`config.mk`:
```
export PLATFORM = sky130hd
export DESIGN_NAME = fetch_queue_flat
export DESIGN_NICKNAME = d
export VERILOG_FILES = /design/src/rtl/cpu_types_pkg.sv /design/src/rtl/fetch_queue_if.sv /design/src/rtl/fq_buffer.sv /design/src/rtl/fetch_queue.sv /design/src/flat_wrapper.sv
export SDC_FILE = /design/constraint.sdc
export NUM_CORES = 1
export LEC_CHECK = 0
export CORE_MARGIN = 2
export CORE_UTILIZATION = 35
export DETAILED_ROUTE_END_ITERATION = 10
export GPL_ROUTABILITY_DRIVEN = 0
export PLACE_DENSITY = 0.57
export SLEW_MARGIN = 20
export SYNTH_ARGS = -nofsm -noshare
export SYNTH_HDL_FRONTEND = slang
export SYNTH_HIERARCHICAL = 1
export SYNTH_SLANG_ARGS = --single-unit
```
`constraint.sdc`:
```
create_clock -name CLK -period 3.88 [get_ports CLK]
set_input_delay 0.582 -clock CLK [delete_from_list [all_inputs] [get_ports CLK]]
set_output_delay 0.582 -clock CLK [all_outputs]
set_load 0.01 [all_outputs]
```
`src/rtl/cpu_types_pkg.sv`:
```
// rtl/cpu_types_pkg.sv - shared word, fetch-entry and fetch FSM types
package cpu_types_pkg;

    typedef logic [31:0] word_t;

    typedef struct packed {
        word_t instr;
        word_t pcn;
    } fetch_entry_t;

    typedef enum logic {
        FQ_RUN     = 1'b0,
        FQ_HALTED  = 1'b1
    } fq_state_t;

    localparam word_t WORD_BYTES = 32'd4;

endpackage

```
`src/rtl/fetch_queue_if.sv`:
```
// rtl/fetch_queue_if.sv - icache, redirect and decode signals of fetch_queue
interface fetch_queue_if #(
    parameter int DEPTH = 4
) ();
    import cpu_types_pkg::*;

    logic                     ihit;
    word_t                    imemload;
    logic                     imemREN;
    word_t                    imemaddr;
    logic                     redirect;
    word_t                    redirect_addr;
    logic                     halt;
    logic                     deq;
    logic                     instr_valid;
    word_t                    instr;
    word_t                    pcn;
    logic [$clog2(DEPTH):0]   count;

    // master: the environment (icache, branch unit, decode)
    modport master (
        output ihit, imemload, redirect, redirect_addr, halt, deq,
        input  imemREN, imemaddr, instr_valid, instr, pcn, count
    );

    // slave: the fetch queue itself
    modport slave (
        input  ihit, imemload, redirect, redirect_addr, halt, deq,
        output imemREN, imemaddr, instr_valid, instr, pcn, count
    );

endinterface

```
`src/rtl/fq_buffer.sv`:
```
// rtl/fq_buffer.sv - circular entry storage with read/write pointers and count
module fq_buffer
    import cpu_types_pkg::*;
#(
    parameter int DEPTH = 4
) (
    input  logic                    clk,
    input  logic                    flush,
    input  logic                    wr_en,
    input  fetch_entry_t            wdata,
    input  logic                    rd_en,
    output fetch_entry_t            head,
    output logic [$clog2(DEPTH):0]  count
);

    localparam int PTR_W = $clog2(DEPTH);
    localparam int CNT_W = PTR_W + 1;

    fetch_entry_t       mem_q [DEPTH];
    logic [PTR_W-1:0]   wr_ptr_q, wr_ptr_d;
    logic [PTR_W-1:0]   rd_ptr_q, rd_ptr_d;
    logic [CNT_W-1:0]   count_q,  count_d;

    always_comb begin
        wr_ptr_d = wr_ptr_q;
        rd_ptr_d = rd_ptr_q;
        count_d  = count_q;
        if (flush) begin
            wr_ptr_d = '0;
            rd_ptr_d = '0;
            count_d  = '0;
        end else begin
            if (wr_en) wr_ptr_d = wr_ptr_q + 1'b1;
            if (rd_en) rd_ptr_d = rd_ptr_q + 1'b1;
            if (wr_en && !rd_en) count_d = count_q + 1'b1;
            else if (!wr_en && rd_en) count_d = count_q - 1'b1;
        end
    end

    always_ff @(posedge clk) begin
        wr_ptr_q <= wr_ptr_d;
        rd_ptr_q <= rd_ptr_d;
        count_q  <= count_d;
    end

    // Storage is never cleared; count alone decides what is visible.
    always_ff @(posedge clk) begin
        if (!flush && wr_en) mem_q[wr_ptr_q] <= wdata;
    end

    assign head  = mem_q[rd_ptr_q];
    assign count = count_q;

endmodule

```
`src/rtl/fetch_queue.sv`:
```
// rtl/fetch_queue.sv - instruction fetch PC, RUN/HALTED FSM and queue to decode
// Optional empty-queue bypass selected by macro FETCH_QUEUE_BYPASS_EN.
module fetch_queue
    import cpu_types_pkg::*;
#(
    parameter int    DEPTH   = 4,
    parameter word_t PC_INIT = 32'h0
) (
    input  logic          CLK,
    input  logic          RST,
    fetch_queue_if.slave  bus
);

    localparam int CNT_W = $clog2(DEPTH) + 1;
    localparam logic [CNT_W-1:0] DEPTH_C = CNT_W'(DEPTH);

    fq_state_t          state_q, state_d;
    word_t              pc_q, pc_d;
    logic [CNT_W-1:0]   count;
    fetch_entry_t       head;
    fetch_entry_t       in_entry;
    logic               empty;
    logic               fetch_ok;
    logic               enq;
    logic               bypass;
    logic               wr_en;
    logic               rd_en;
    logic               flush;

    fq_buffer #(.DEPTH(DEPTH)) u_buffer (
        .clk   (CLK),
        .flush (flush),
        .wr_en (wr_en),
        .wdata (in_entry),
        .rd_en (rd_en),
        .head  (head),
        .count (count)
    );

    always_comb begin
        empty    = (count == '0);
        fetch_ok = !RST && (state_q == FQ_RUN) && !bus.redirect
                   && ((count < DEPTH_C) || bus.deq);
        enq      = fetch_ok && bus.ihit;
        in_entry = '{instr: bus.imemload, pcn: pc_q + WORD_BYTES};
`ifdef FETCH_QUEUE_BYPASS_EN
        // enq is already false under RST or redirect, which suppresses bypass
        bypass   = empty && enq;
`else
        bypass   = 1'b0;
`endif
        wr_en    = enq && !(bypass && bus.deq);
        rd_en    = bus.deq && !empty;
        flush    = RST || bus.redirect;
    end

    always_comb begin
        bus.imemREN     = fetch_ok;
        bus.imemaddr    = pc_q;
        bus.count       = count;
        bus.instr_valid = 1'b0;
        bus.instr       = '0;
        bus.pcn         = '0;
        if (!empty) begin
            bus.instr_valid = 1'b1;
            bus.instr       = head.instr;
            bus.pcn         = head.pcn;
        end else if (bypass) begin
            bus.instr_valid = 1'b1;
            bus.instr       = in_entry.instr;
            bus.pcn         = in_entry.pcn;
        end
    end

    always_comb begin
        state_d = state_q;
        pc_d    = pc_q;
        if (bus.redirect) begin
            state_d = FQ_RUN;
            pc_d    = bus.redirect_addr;
        end else begin
            if (state_q == FQ_RUN && bus.halt) state_d = FQ_HALTED;
            if (enq) pc_d = pc_q + WORD_BYTES;
        end
    end

    always_ff @(posedge CLK) begin
        if (RST) begin
            state_q <= FQ_RUN;
            pc_q    <= PC_INIT;
        end else begin
            state_q <= state_d;
            pc_q    <= pc_d;
        end
    end

endmodule

```
`src/flat_wrapper.sv`:
```
// flat-port wrapper written by rule: the top's interface ports become plain ports
module fetch_queue_flat import cpu_types_pkg::*;
#(
    parameter int    DEPTH   = 4,
    parameter word_t PC_INIT = 32'h0
)
  (CLK, RST, bus_ihit, bus_imemload, bus_redirect, bus_redirect_addr, bus_halt, bus_deq, bus_imemREN, bus_imemaddr, bus_instr_valid, bus_instr, bus_pcn, bus_count);
  fetch_queue_if #(.DEPTH(DEPTH)) bus_i ();
  input  logic CLK;
  input  logic RST;
  input wire logic [$bits(bus_i.ihit)-1:0] bus_ihit;
  input wire logic [$bits(bus_i.imemload)-1:0] bus_imemload;
  input wire logic [$bits(bus_i.redirect)-1:0] bus_redirect;
  input wire logic [$bits(bus_i.redirect_addr)-1:0] bus_redirect_addr;
  input wire logic [$bits(bus_i.halt)-1:0] bus_halt;
  input wire logic [$bits(bus_i.deq)-1:0] bus_deq;
  output wire logic [$bits(bus_i.imemREN)-1:0] bus_imemREN;
  output wire logic [$bits(bus_i.imemaddr)-1:0] bus_imemaddr;
  output wire logic [$bits(bus_i.instr_valid)-1:0] bus_instr_valid;
  output wire logic [$bits(bus_i.instr)-1:0] bus_instr;
  output wire logic [$bits(bus_i.pcn)-1:0] bus_pcn;
  output wire logic [$bits(bus_i.count)-1:0] bus_count;
  assign bus_i.ihit = bus_ihit;
  assign bus_i.imemload = bus_imemload;
  assign bus_i.redirect = bus_redirect;
  assign bus_i.redirect_addr = bus_redirect_addr;
  assign bus_i.halt = bus_halt;
  assign bus_i.deq = bus_deq;
  assign bus_imemREN = bus_i.imemREN;
  assign bus_imemaddr = bus_i.imemaddr;
  assign bus_instr_valid = bus_i.instr_valid;
  assign bus_instr = bus_i.instr;
  assign bus_pcn = bus_i.pcn;
  assign bus_count = bus_i.count;
  fetch_queue #(.DEPTH(DEPTH), .PC_INIT(PC_INIT)) u_core (.CLK(CLK), .RST(RST), .bus(bus_i));
endmodule
```
# Yosys cells after proc, flatten, opt, wreduce, memory -nomap -nowiden
# Memory sizes are Yosys's and may differ from the RTL's. A register that Yosys moved wholly into a read port is not among the register bits.
# Index checks and enable logic that the tools add are counted.
# totals
register_bits	40
latchBits	0
ram_bits	256
mem_bits_ro	0
in_bits	70
out_inout_bits	101
mem_count	1
# mem_list
name	words	word_bits	read_ports	rd_ports_with_merged_regs	write_ports	line_no	text
u_core.u_buffer.mem_q	4	64	1	1	1	fq_buffer.sv:19	fetch_entry_t mem_q [DEPTH];
# op_classes
add_sub_neg	5
n_mul	0
div_mod_pow	0
order_cmp	1
n_eq_ne	0
shift	0
n_mux	11
bitwise	1
n_reduce_logical	21
# op_table
op	count
32-bit two-way mux	4
32-bit by 3-bit adder with 32-bit output, second input constant	1
1-bit logical AND	9
1-bit zero test	6
3-bit two-way mux	2
2-bit by 1-bit adder with 2-bit output, second input constant	2
2-bit two-way mux	2
2-bit nonzero test	2
3-bit by 1-bit adder with 3-bit output, second input constant	1
3-bit zero test	1
3-bit < comparator, second input constant	1
1-bit two-way mux	3
3-bit by 1-bit subtractor with 3-bit output, second input constant	1
1-bit logical OR	2
2-bit OR reduction	1
1-bit NOT	1

# Logic depth before layout (Yosys ltp)
# depth
depth_word	9
mapped_depth	11
mapped_depth_nobuf	9

# By module
# The synthesis kept the hierarchy.
# modules_own_cells
module	instances	cells_per_inst	area_each_um2	seq_area_each_um2
fq_buffer	1	377	9733.1	7867.5
fetch_queue	1	348	2633.8	660.6

# Worst setup path after synthesis
# OpenSTA, ideal clock, no wires.
# synth_timing
path_kind	input-to-reg
start	in bus_ihit
end	mem u_core/u_buffer/mem_q[0][0] in the netlist's numbering (enable)
setup_ps	429
arrival_ps	3393
required_ps	3451
path_slack_ps	58
cell_stages	7
n_path_buf	2
cell_sequence	inv_1 or3_1 clkbuf_1 clkbuf_1 nor2_1 nor2b_1 and2_1
# synth_between
elab_chain_cells	4
# synth_rtl
item	line_no	text
start, declared	flat_wrapper.sv:11	input wire logic [$bits(bus_i.ihit)-1:0] bus_ihit;
1-bit logical AND	fetch_queue.sv:44	enq = fetch_ok && bus.ihit;
via u_core.enq	fetch_queue.sv:24	logic enq;
1-bit logical AND	fq_buffer.sv:48	if (!flush && wr_en) mem_q[wr_ptr_q] <= wdata;
1-bit two-way mux	fq_buffer.sv:48	
1-bit two-way mux (implied by the code)	fq_buffer.sv:48	
end, declared	fq_buffer.sv:19	
# The timed path passes the listed nets, and every way through them passes these cells.

==> parameters.txt <==
Parameter                              Value

Logic synthesis
  Post-synthesis area per instance ... 17.1 um2
  Unique masters post-synth ... 46
  Fraction of synthesis flops using an asynchronous set or reset pin ... 0%
  Number of synthesized flops with an enable pin ... 256
  Most common flop cell mapped by yosys ... edfxtp_1
  Flip-flop and latch count after synthesis ... 298
  Proportion of synthesized chip area in sequential cells ... 69.0%
  Synth Warn # ... 6
  Post-synthesis cell count ... 725
  Post-synth net total ... 802
  Combined area of all synthesized cells ... 12400 um2

Layout
  Cell Count, Final, Fillers Out ... 1384
  Most common cell after layout, fill and taps aside ... edfxtp_1
  Area occupied by registers ... 8540 um2
  Fillers ... 3048
  Synth-to-layout area growth ... 26.9%
  Commonest cells after routing, fill and taps aside ... edfxtp_1 (256), clkdlybuf4s50_1 (170), and2_1 (66), mux4_2 (60)
  Antenna diode count ... 0
  Final #Nets ... 982
  Combined area of the multi-input logic cells ... 3520 um2
  Fraction of final layout cells sized beyond drive strength 1 ... 15.8%

Timing
  RSZ-0062 raised after global routing ... no
  Part of the cycle the worst path needs ... 87.0%
  Minimum clock period after layout ... 3.37 ns
  Transition time at the pin with the least slew margin ... 0.662 ns
  Achievable clock frequency ... 0.296 GHz
  Slew headroom ... 55.8%
  Slew Limit Fails ... 0
  Final hold violations ... 0
  Worst Skew ... 0.00870 ns
  Setup TNS ... 0 ns
  Count of endpoints failing setup in the final report ... 0

Floorplanning
  Starting utilization of the core area ... 35.7%
  Die Outline Area ... 36900 um2
  Chip Height ... 192 um
  Row cnt ... 68
  Number of primary I/O pins ... 171
  Die Span X ... 192 um
  Area of the core region ... 34600 um2

Critical path
  Crit path max fanout ... 19
  Worst Path Class, Setup ... reg2out
  Reg2Reg Capture Point ... u_core/u_buffer/count[2]$_SDFFE_PP0P_
  Worst reg-to-reg setup slack ... 1.04 ns
  Family with the most delay on the worst path ... buffers and inverters
  Req. time, crit path ... 3.30 ns
  Stage delay of the slowest cell on the critical path ... 0.61 ns
  Startpoint of the worst register-to-register path ... u_core/u_buffer/count[1]$_SDFFE_PP0P_
  Slowest cell on the critical path ... mux4_1
  Crit path depth ... 4
  Arrival time of the worst setup path ... 2.79 ns
  Critical path launch point type ... flip-flop
  List of cells traversed by the critical path ... buf_4, mux4_1, and2_1, clkdlybuf4s50_1
  Combined buffer and inverter count along the critical path ... 2
  Critical path capture point type ... primary output
  Number of cells on the worst reg-to-reg path ... 9
  Termination of the worst setup path ... bus_instr[29]

Outcome
  Run status ... completed

Power and ir drop
  Sw power ... 1490 uW
  Power density over the cells ... 464 nW/um2
  Static leakage ... 0.00506 uW
  Logic pwr share ... 7.2%
  Worst vdd ir ... 361 uV
  Clk network pwr share ... 43.8%
  Int Power ... 5790 uW
  Proportion of power drawn by flip-flops and latches ... 49.0%
  Switch share ... 20.4%

Detailed routing
  Antenna viol nets, final ... 0
  Avg WL per Cell ... 20.4 um
  DRC violations left ... 0
  Detailed router's first-iteration violation count ... 409
  Detailed-routing iteration count for the pre-antenna-repair pass ... 5
  Per-cell via count in the routed design ... 4.95
  Vias post-DR ... 6850
  Final wirelength ... 28200 um

Clock network
  Clock tree from TritonCTS ... yes
  Sinks on Clock Net ... 298
  CTS root buf ... clkbuf_16
  Post-CTS Setup Bufs ... 0
  Level count of the clock H-tree ... 1
  CTS resizes ... 0
  Clock insertion delay at the later pin of the skew report ... 0.55 ns
  Hold bufs inserted after CTS ... 0
  Number of buffers inserted during clock tree synthesis ... 31
  Clock transition at the registers of the reported paths ... 0.06 ns
  Maximum clock path buffer count ... 3

Global route
  Via count of the first global-routing pass ... 6993
  GRT Util Overall ... 15.4%
  Total congestion overflow ... 0
  Maximum number of pins on one net before global-route repair ... 54
  Wire length of the first global-routing pass ... 42800 um
  Number of antenna violations at the first check in global routing ... 0

Place
  Number of cells in the design after placement ... 1327
  Number of buffers inserted by port buffering ... 170
  HPWL after detailed placement ... 18900 um

Flow run
  Number of maximum-capacitance violations ... 0

Worst hold path
  Type of the most critical hold path ... reg2reg
[routing by layer]
metal	vias to the layer above	global-route usage, %	wire (um)
met5	-	0	0
met4	0	3.02	345
met3	28	2.89	1750
met2	210	24.8	13000
met1	3455	22.1	13000
li1	3157	-	-
[cells by family after synthesis]
group           after synthesis  synth area share [%]
simple gates                202                  9.06
xor+xnor                     57                  4.04
compound gates               39                  2.36
mux                          68                  12.1
fa+ha+maj                     7                 0.769
flops                       298                  69.0
buf+inv                      54                  2.72
[power groups by stage]
stage	Combinational [uW]	Clock (uW)	Sequential, uW
2_1_floorplan	233	0	3620
4_1_cts	534	3250	3570
5_1_grt	568	3370	3570
6_report	524	3180	3570
3_3_place_gp	528	0	3640
3_5_place_dp	530	0	3640
[worst register-to-register path, stage by stage, from the launching register on]
cell	delay, ns
dfxtp_1	0.34
or3_2	0.81
and2_1	0.33
inv_1	0.06
ha_1	0.18
inv_1	0.06
fa_1	0.37
xor2_1	0.17
or3_1	0.31
a21oi_1	0.15
[flip-flops by register name, summed over array words and instances (netlist names), named ones only]
name and cells:
u_core/bus.imemaddr 32, u_core/state_q 1, u_core/u_buffer/count 3, u_core/u_buffer/mem_q 256, u_core/u_buffer/rd_ptr_q 2, u_core/u_buffer/wr_ptr_q 2
[Yosys cell counts, types with 3 or more instances]
master	instances	area, um2
edfxtp_1	256	7690
and2_1	70	438
mux4_2	60	1350
dfxtp_1	42	841
nor2_1	40	150
xnor2_1	33	289
nand2_1	26	97.6
xor2_1	24	210
clkbuf_1	22	82.6
a211oi_1	19	143
nand3_1	17	85.1
buf_2	10	50.1
nand4_1	10	62.6
nor3_1	10	50.1
inv_1	8	30.0
buf_12	6	120
ha_1	6	75.1
nor4_1	6	37.5
a21oi_1	5	25.0
and3_1	5	31.3
or3_1	5	31.3
mux2i_1	4	40.0
mux4_1	4	105
a311oi_1	3	26.3
and4_1	3	26.3
o211a_1	3	30.0
o21ai_0	3	15.0
[stage by stage]
stage          worst slack (ns)  power [uW]  instance area (um2)  utilization, %  hold WS [ns]
6_report                  0.506        7280                15700            45.3         0.531
5_1_grt                   0.323        7510                15700            45.3         0.558
4_1_cts                   0.434        7350                15700            45.3         0.538
3_5_place_dp              0.591        4170                14600            42.1         0.510
3_3_place_gp              0.615        4170                14600            42.1         0.505
2_1_floorplan            0.0580        3860                12400               -         0.482
[area by class of cell]
class / count / share of cell area (%)
flip-flops and latches: 298 / 54.4
multi-input cells: 373 / 22.4
repair buffers: 192 / 12.2
clock buffers: 39 / 5.39
well taps: 455 / 3.63
clock inverters: 18 / 1.75
inverters: 9 / 0.215
[worst min-delay path by stage]
stage,start,endpoint,slack [ns],depth (start not counted)
floorplan,u_core/bus.imemaddr[0]$_SDFFE_PP0P_,u_core/u_buffer/mem_q[0][0]$_DFFE_PP_,0.48,0
global placement,u_core/u_buffer/rd_ptr_q[1]$_SDFFE_PP0P_,flip-flop,0.50,2
detailed placement,u_core/u_buffer/rd_ptr_q[1]$_SDFFE_PP0P_,flip-flop,0.51,2
CTS,u_core/u_buffer/count[2]$_SDFFE_PP0P_,u_core/u_buffer/count[2]$_SDFFE_PP0P_,0.54,2
global route,u_core/u_buffer/count[2]$_SDFFE_PP0P_,u_core/u_buffer/count[2]$_SDFFE_PP0P_,0.56,2
finish,u_core/u_buffer/count[2]$_SDFFE_PP0P_,u_core/u_buffer/count[2]$_SDFFE_PP0P_,0.53,2
Power figures use the tool's default switching activity.
